<file path="src/rtl/wasm_frame_stack.sv">
// WASM operand/local stack with saved-frame stack; WFS_HIGH_WATER_EN adds hw_mark/hw_clr.
// Results visible the cycle after accept; op_rdy low during INIT and while a fault is held.
module wasm_frame_stack #(
  parameter int WIDTH   = 32,
  parameter int DEPTH   = 64,
  parameter int FRAMES  = 16,
  parameter int POP_W   = 4,
  parameter int ALLOC_W = 8,
  parameter int LIDX_W  = 8,
  localparam int PW     = $clog2(DEPTH) + 1,
  localparam int FW     = $clog2(FRAMES) + 1
) (
  input  logic               clk,
  input  logic               rst_n,
  input  logic               op_vld,
  output logic               op_rdy,
  input  logic               push_num,
  input  logic [POP_W-1:0]   pop_num,
  input  logic [WIDTH-1:0]   push_data,
  input  logic               call,
  input  logic               retu,
  input  logic [ALLOC_W-1:0] alloc_size,
  input  logic               local_set,
  input  logic [LIDX_W-1:0]  local_idx,
  output logic [WIDTH-1:0]   local_get_data,
  output logic [WIDTH-1:0]   win_a,
  output logic [WIDTH-1:0]   win_b,
  output logic [WIDTH-1:0]   win_c,
  output logic [PW-1:0]      top_ptr,
  output logic [PW-1:0]      frame_base,
  output logic [FW-1:0]      frame_depth,
  output logic               fault,
  output logic [2:0]         fault_code,
`ifdef WFS_HIGH_WATER_EN
  input  logic               hw_clr,
  output logic [PW-1:0]      hw_mark,
`endif
  input  logic               clr_fault
);

  localparam int AW  = $clog2(DEPTH);
  localparam int FIW = FW - 1;
  localparam int M0  = (PW > POP_W) ? PW : POP_W;
  localparam int M1  = (M0 > LIDX_W) ? M0 : LIDX_W;
  localparam int XW  = ((M1 > ALLOC_W) ? M1 : ALLOC_W) + 2;

  typedef enum logic [1:0] {S_INIT, S_RUN, S_FLT} state_t;

  state_t           state;
  logic [AW-1:0]    init_k;
  logic [WIDTH-1:0] mem  [DEPTH];
  logic [PW-1:0]    fstk [FRAMES];

  // All pointer arithmetic is done wide so underflow/overflow never wraps.
  logic [XW-1:0] top_x, base_x, pop_x, p_x, new_top_x, laddr_x;
  logic [2:0]    code;
  logic          acc;
  logic [FIW-1:0] fidx_push, fidx_pop;

  assign top_x     = XW'(top_ptr);
  assign base_x    = XW'(frame_base);
  assign pop_x     = XW'(pop_num);
  assign p_x       = top_x - pop_x;
  assign laddr_x   = base_x + XW'(local_idx);
  assign acc       = op_vld && op_rdy;
  assign fidx_push = frame_depth[FIW-1:0];
  assign fidx_pop  = frame_depth[FIW-1:0] - FIW'(1);

  always_comb begin
    new_top_x = p_x + XW'(push_num);
    if (call)      new_top_x = p_x + XW'(alloc_size);
    else if (retu) new_top_x = base_x + XW'(push_num);
  end

  always_comb begin
    code = 3'd0;
    if ((call && retu) || (local_set && (call || retu)))    code = 3'd1;
    else if (pop_x > top_x - base_x)                        code = 3'd2;
    else if (new_top_x > XW'(DEPTH))                        code = 3'd3;
    else if (call && frame_depth == FW'(FRAMES))            code = 3'd4;
    else if (retu && frame_depth == '0)                     code = 3'd5;
    else if (local_set && laddr_x >= p_x)                   code = 3'd6;
  end

  always_comb begin
    win_a = (top_ptr >= PW'(1)) ? mem[AW'(top_ptr - PW'(1))] : '0;
    win_b = (top_ptr >= PW'(2)) ? mem[AW'(top_ptr - PW'(2))] : '0;
    win_c = (top_ptr >= PW'(3)) ? mem[AW'(top_ptr - PW'(3))] : '0;
    local_get_data = (laddr_x < XW'(DEPTH)) ? mem[AW'(laddr_x)] : '0;
  end

  logic             mem_we;
  logic [AW-1:0]    mem_wa;
  logic [WIDTH-1:0] mem_wd;

  always_comb begin
    mem_we = 1'b0;
    mem_wa = '0;
    mem_wd = '0;
    if (state == S_INIT) begin
      mem_we = 1'b1;
      mem_wa = init_k;
    end else if (state == S_RUN && acc && code == 3'd0) begin
      if (retu) begin
        mem_we = push_num;
        mem_wa = AW'(frame_base);
        mem_wd = win_a;
      end else if (!call && local_set) begin
        mem_we = 1'b1;
        mem_wa = AW'(laddr_x);
        mem_wd = win_a;
      end else if (!call && push_num) begin
        mem_we = 1'b1;
        mem_wa = AW'(p_x);
        mem_wd = push_data;
      end
    end
  end

  always_ff @(posedge clk) begin
    if (rst_n && mem_we) mem[mem_wa] <= mem_wd;
  end

  always_ff @(posedge clk) begin
    if (!rst_n) begin
      state       <= S_INIT;
      init_k      <= '0;
      top_ptr     <= '0;
      frame_base  <= '0;
      frame_depth <= '0;
      fault       <= 1'b0;
      fault_code  <= 3'd0;
      op_rdy      <= 1'b0;
    end else begin
      case (state)
        S_INIT: begin
          init_k <= init_k + AW'(1);
          if (init_k == AW'(DEPTH - 1)) begin
            state  <= S_RUN;
            op_rdy <= 1'b1;
          end
        end
        S_RUN: begin
          if (acc) begin
            if (code != 3'd0) begin
              state      <= S_FLT;
              op_rdy     <= 1'b0;
              fault      <= 1'b1;
              fault_code <= code;
            end else begin
              top_ptr <= PW'(new_top_x);
              if (call) begin
                fstk[fidx_push] <= frame_base;
                frame_base      <= PW'(p_x);
                frame_depth     <= frame_depth + FW'(1);
              end else if (retu) begin
                frame_base  <= fstk[fidx_pop];
                frame_depth <= frame_depth - FW'(1);
              end
            end
          end
        end
        default: begin
          if (clr_fault) begin
            state      <= S_RUN;
            op_rdy     <= 1'b1;
            fault      <= 1'b0;
            fault_code <= 3'd0;
          end
        end
      endcase
    end
  end

`ifdef WFS_HIGH_WATER_EN
  logic commit_q;

  always_ff @(posedge clk) begin
    if (!rst_n) begin
      commit_q <= 1'b0;
      hw_mark  <= '0;
    end else begin
      commit_q <= (state == S_RUN) && acc && (code == 3'd0);
      if (hw_clr)                              hw_mark <= top_ptr;
      else if (commit_q && top_ptr > hw_mark)  hw_mark <= top_ptr;
    end
  end
`endif

endmodule

</file>
<file path="config.mk">
export PLATFORM = sky130hd
export DESIGN_NAME = wasm_frame_stack
export DESIGN_NICKNAME = d
export VERILOG_FILES = /design/src/rtl/wasm_frame_stack.sv
export SDC_FILE = /design/constraint.sdc
export NUM_CORES = 2
export LEC_CHECK = 0
export CORE_MARGIN = 2
export CORE_UTILIZATION = 50
export CTS_BUF_LIST = sky130_fd_sc_hd__clkbuf_8
export DETAILED_ROUTE_END_ITERATION = 7
export GPL_TIMING_DRIVEN = 1
export PLACE_DENSITY = 0.67
export SLEW_MARGIN = 20
export SYNTH_ARGS = -nofsm -noshare
export SYNTH_HDL_FRONTEND = slang
export SYNTH_SLANG_ARGS = --single-unit
</file>
<file path="constraint.sdc">
create_clock -name clk -period 11.5 [get_ports clk]
set_clock_uncertainty 0.05 [all_clocks]
set_input_delay 1.725 -clock clk [delete_from_list [all_inputs] [get_ports clk]]
set_output_delay 1.725 -clock clk [all_outputs]
set_load 0.02 [all_outputs]
</file>
### Yosys cells after proc, flatten, opt, wreduce, memory -nomap -nowiden

Memory sizes are Yosys's and may differ from the RTL's.
Index checks and enable logic that the tools add are counted.

* memories: 2
* memory bits (writable): 2160
* input port bits: 60
* register bits: 32
* word-level logic and storage cells: 120
* output and inout port bits: 152

* mux-type cells: 57
* add/sub/neg operators: 13
* bitwise logic cells: 2
* reduce and logical (&&, ||, !) cells: 25
* order comparisons: 7
* equal/unequal tests: 6

Memories
* mem: words 64, bits a word 32, read ports 4, clocked after memory_dff 0, wr ports 1, RTL line 51 `logic [WIDTH-1:0] mem [DEPTH];`
* fstk: words 16, bits a word 7, read ports 1, clocked after memory_dff 0, wr ports 1, RTL line 52 `logic [PW-1:0] fstk [FRAMES];`

Operator list (number)
* 32-bit two-way mux: 9
* 6-bit two-way mux: 5
* 3-bit two-way mux: 9
* 1-bit two-way mux: 20
* 10-bit two-way mux: 2
* 7-bit by 2-bit greater-or-equal comparator with 1-bit output (second input constant): 2
* 7-bit two-way mux: 2
* 4-bit AND reduction: 3
* 6-bit by 2-bit subtractor with 6-bit output (second input constant): 2
* 1-bit logical AND: 11
* 8-bit by 9-bit adder with 10-bit output: 1
* 9-bit by 10-bit greater-or-equal comparator with 1-bit output: 1
* 10-bit by 7-bit greater-than comparator with 1-bit output (second input constant): 1
* 4-bit by 10-bit greater-than comparator with 1-bit output: 1
* 5-bit two-way mux: 2
* 7-bit by 8-bit adder with 9-bit output: 1
* 8-bit by 2-bit adder with 9-bit output: 1
* 9-bit by 7-bit less-than comparator with 1-bit output (second input constant): 1
* 7-bit by 1-bit adder with 8-bit output: 1
* 2-bit two-way mux: 4
* 7-bit by 4-bit subtractor with 8-bit output: 1
* 7-bit by 7-bit subtractor with 8-bit output: 1
* 7-bit by 1-bit greater-or-equal comparator with 1-bit output (second input constant): 1
* 6-bit by 1-bit adder with 6-bit output (second input constant): 1
* 21 further kinds: 27

### Depth between registers and ports, before layout

* depth after elaboration: 16
* mapped depth: 27
* mapped depth without buffers: 19

### Worst setup path after synthesis

Ideal clock, no wire load.

* path type: input to register
* from: input port local_idx[1]
* to: memory mem[0][30], data pin
* data arrival time: 7.074 ns
* library setup time: 0.549 ns
* required time: 10.901 ns
* cell stages on the path: 17
* buffers on the path: 3
* path slack: 3.827 ns
* cells stage by stage: ha_1 -> a21o_1 -> a21oi_1 -> o21bai_1 -> a21oi_1 -> xnor2_1 -> clkbuf_1 -> ha_1 -> a211o_1 -> a41oi_1 -> o221a_2 -> o21a_1 -> and3_1 -> o2111ai_1 -> buf_4 -> buf_2 -> a21oi_1

* cells in the longest elaborated chain, start to end: 13

RTL lines
* from (decl): RTL line 24 `input logic [LIDX_W-1:0] local_idx,`
* 7-bit by 8-bit adder with 9-bit output: RTL line 64 `assign laddr_x = base_x + XW'(local_idx);`
* 9-bit by 10-bit greater-or-equal comparator with 1-bit output: RTL line 82 `else if (local_set && laddr_x >= p_x) code = 3'd6;`
* 1-bit logical AND: RTL line 82
* 3-bit two-way mux: RTL line 82
* 3-bit two-way mux: RTL line 81 `else if (retu && frame_depth == '0) code = 3'd5;`
* 3-bit two-way mux: RTL line 80 `else if (call && frame_depth == FW'(FRAMES)) code = 3'd4;`
* 3-bit two-way mux: RTL line 79 `else if (new_top_x > XW'(DEPTH)) code = 3'd3;`
* 3-bit two-way mux: RTL line 78 `else if (pop_x > top_x - base_x) code = 3'd2;`
* 3-bit two-way mux: RTL line 77 `if ((call && retu) || (local_set && (call || retu))) code = 3'd1;`
* 3-bit logical NOT: RTL line 103 `end else if (state == S_RUN && acc && code == 3'd0) begin`
* 1-bit logical AND: RTL line 103
* 32-bit two-way mux: RTL line 103
* 32-bit two-way mux: RTL line 100 `if (state == S_INIT) begin`
* net mem_wd[30]: RTL line 94 `logic [WIDTH-1:0] mem_wd;`
* to (decl): RTL line 51

The timed path passes the listed nets, and every way through them passes these cells.

### Worst setup path in the final report

* from: register top_ptr[0]
* to: output port win_b[3]

* cells in the longest elaborated chain, start to end: 3
* elaborated cells between the ends (all ways): 4
* classes of those cells: add/sub: 1; order compare: 1; mux: 1; memory: 1

RTL lines
* from (decl): RTL line 29 `output logic [PW-1:0] top_ptr,`
* from (signal assigned): RTL line 151 `top_ptr <= PW'(new_top_x);`
* 6-bit by 2-bit subtractor with 6-bit output: RTL line 87 `win_b = (top_ptr >= PW'(2)) ? mem[AW'(top_ptr - PW'(2))] : '0;`
* memory read 64 x 32 bit
* 32-bit two-way mux (*): RTL line 87
* to (decl): RTL line 27 `output logic [WIDTH-1:0] win_b,`

Every way passes the cells marked *; elsewhere a longest branch is shown, timed or not.

==> impl_results.md <==
* Finish-stage setup viols at 0
* Maximum number of pins on one net before global-route repair at 137
* Largest family of logic cells by synthesized area: multiplexers
* Fillers at 19900
* DR vias/cell at 8.04
* RSZ-0062 raised after global routing: no
* Adder-Cell Fraction of Synth Area at 0.627%
* Combinational share of power at 3.3%
* Startpoint types: flop
* Floorplan row count at 190
* Layout cells sized above 1 at 49.5%
* Most used DFF post-synth: edfxtp_1
* Synth Area in Simple Gates at 2.22%
* Clock power share at 43.7%
* Initial core utilization at 50.4%
* Sw frac at 23.1%
* Post-layout min period at 9.29 ns
* Area grow syn2layout at 11.3%
* Post-CTS Setup Inserts at 0
* EDFF count, synth at 2160
* Kind of end point of the critical path: output pin
* Synth Area in Compound Gates at 2.04%
* DIE WIDTH at 524 um
* GR Util met3 at 12.9%
* Pwr Density at 109 nW/um^2
* Tot GR Track Use at 35.6%
* Num Clock Sinks at 2191
* Number of synthesis warnings at 0
* Met1 Resource Use GR at 47.3%
* Distinct cell type count after synthesis at 80
* Input/output buffers at 211
* Final #Nets at 7021
* Fmax at 108 MHz
* DP Area at 143000 um^2
* Worst VDD drop at 0.0000866 V
* CP arrival at 7.52 ns
* Syn Nets at 6856
* Io pins at 212
* Clk Latency, worst-skew pair at 1.12 ns
* First-pass GRT wire length at 675 mm
* Sum Neg Setup Slack at 0 ns
* Clock-pin slew on the worst setup and hold paths at 0.05 ns
* Int Pwr at 12.6 mW
* CTS tree: yes
* Residual DRC at 0
* Met2 Use GR at 51.4%
* Register share of total power at 53.0%
* Vias in the first global route at 84100
* Htree depth at 5
* Routed WL at 487 mm
* Gr ovfl total at 0
* GPL Wtd Cong at 0.922
* Final ANT Viol Nets at 0
* Design area at 151000 um^2
* Resize count post-CTS at 0
* Drt wl/cell at 45.2 um
* Post-Syn Instances at 6732
* CP Max Fanout at 112
* DR vias at 86600
* #FFs+latches synth at 2191
* Max Root-Sink Buffers at 4
* Die Y at 524 um
* TritonCTS Buffers at 381
* Hold Vio Cnt, Final at 0
* Min-delay src: fault_code[1]$_SDFFE_PN0P_
* Die area at 275000 um^2
* Initial detailed-routing violation count at 14600
* Leakage at 49.7 nW
* Worst-margin pin slew at 1.18 ns
* Synth Area in XOR/XNOR at 0.308%
* Cts hold-fix bufs at 0
* WP data required at 9.73 ns
* Worst min path class: reg -> reg
* CP Launch Point: top_ptr[0]$_SDFFE_PN0P_
* DP HPWL at 283 mm
* Multiplexer area fraction after synthesis at 44.2%
* CP Class: reg -> out
* DR pass1 iterations at 6
* Tcrit/Tclk final at 80.8%
* FFs w/ async S/R, synth at 0%
* Root buffer cell: clkbuf_8
* Net Switching at 3.78 mW
* Core Area at 269000 um^2
* Slew Limit Fails at 0
* Relative slew slack at 21.2%
* Reg2reg setup slack at 3.02 ns
* Post-synthesis sequential area ratio at 48.4%
* Reg-to-Reg Start: top_ptr[0]$_SDFFE_PN0P_
* Syn_area_per_cell at 20.1 um^2
* Cell area after synthesis at 135000 um^2
* Status: finished, final reports clean
* GRT busiest layer: met2
* Initial antenna violation count at 28
* Max cap viols at 0
-- worst max-delay path: stages, from the launching register on --
cell and delay [ns]:
dfxtp_4 1.00, buf_12 0.55, buf_4 0.90, buf_4 0.86
mux4_2 0.64, mux4_2 0.47, nor2b_1 0.14, a211oi_1 0.53
a211oi_1 0.30, clkdlybuf4s50_1 0.65
-- final cells by class --
cell class	instances	area (um^2)	share of cell area [%]
Multi-Input combinational cell	3804	68000	45.2
Sequential cell	2191	65500	43.5
Clock buffer	395	5440	3.61
Timing Repair Buffer	474	5040	3.35
Tap cell	3552	4440	2.95
Clock inverter	290	1930	1.28
Inverter	45	169	0.112
Antenna cell	27	67.6	0.0449
-- routing by layer --
metal	vias up	wire [um]
met5	-	450
met4	18	30500
met3	1372	78000
met2	8159	217000
met1	45900	161000
li1	31200	-
-- power by group through the flow --
stage	logic, mW	clock network, mW	registers [mW]
3_3_place_gp	0.525	0	8.84
6_report	0.535	7.16	8.68
3_5_place_dp	0.525	0	8.84
2_1_floorplan	0.323	0	8.84
4_1_cts	0.526	7.22	8.68
5_1_grt	0.549	7.56	8.67
-- stage by stage --
step                hold WS [ns]  setup slack, ns  total power, mW  utilization (%)  instances
finish                     0.493             2.21             16.4             56.1      10800
global route               0.507             1.77             16.8             56.0      10800
CTS                        0.481             2.12             16.4             56.0      10700
detailed placement         0.471             2.44             9.37             53.2      10100
global placement           0.462             2.27             9.37             53.1      10000
floorplan                  0.465             3.83             9.16                -       6732
-- cell usage after synthesis (all sizes together), types with 7 or more instances --
| cell | count | area share, % |
|---|---|---|
| o211a | 40 | 0.30 |
| o21ai | 26 | 0.099 |
| nand3 | 51 | 0.19 |
| edfxtp | 2160 | 48 |
| buf | 288 | 0.93 |
| a21o | 7 | 0.039 |
| ha | 59 | 0.55 |
| dfxtp | 31 | 0.46 |
| nand4 | 11 | 0.051 |
| o21a | 16 | 0.089 |
| mux2i | 69 | 0.51 |
| nand2b | 18 | 0.083 |
| xor2 | 17 | 0.13 |
| mux4 | 2627 | 44 |
| inv | 45 | 0.12 |
| nand2 | 214 | 0.59 |
| clkbuf | 404 | 1.1 |
| xnor2 | 28 | 0.18 |
| nor2 | 159 | 0.46 |
| a21oi | 39 | 0.15 |
| a211oi | 141 | 0.79 |
| o211ai | 13 | 0.076 |
| a31oi | 35 | 0.17 |
| nor2b | 137 | 0.63 |
| nor3 | 19 | 0.070 |
-- worst paths after layout --
path	endpoint	cells past startpoint
max	win_b[3]	9
min	fault_code[1]$_SDFFE_PN0P_	2
max reg2reg	mem[38][1]$_DFFE_PP_	17
min reg2reg	fault_code[1]$_SDFFE_PN0P_	2
-- cell families (layout without fill, tap and decap cells) --
logic type / count (synthesis) / after routing
simple gates: 633 / 633
mux: 2696 / 2696
fa+ha+maj: 65 / 65
other cells: 0 / 27
compound gates: 365 / 365
flops: 2191 / 2191
xor+xnor: 45 / 45
buf+inv: 737 / 1204
-- layout by cell type (no fill, tap or decap), types with 96 or more instances in the layout --
master,instances
clkdlybuf4s50_1,211
nor2b_1,136
nor2_4,96
nand2_1,214
inv_1,135
edfxtp_1,2160
buf_4,189
clkbuf_8,395
mux4_2,2627
a211oi_1,127
-- flip-flops by register name, summed over array words and instances, names as in the netlist --
| signal | cells |
|---|---|
| fault | 1 |
| fault_code | 3 |
| frame_base | 7 |
| frame_depth | 5 |
| fstk | 112 |
| init_k | 6 |
| mem | 2048 |
| state | 2 |
| top_ptr | 7 |
(Power assumes the default switching activity.)
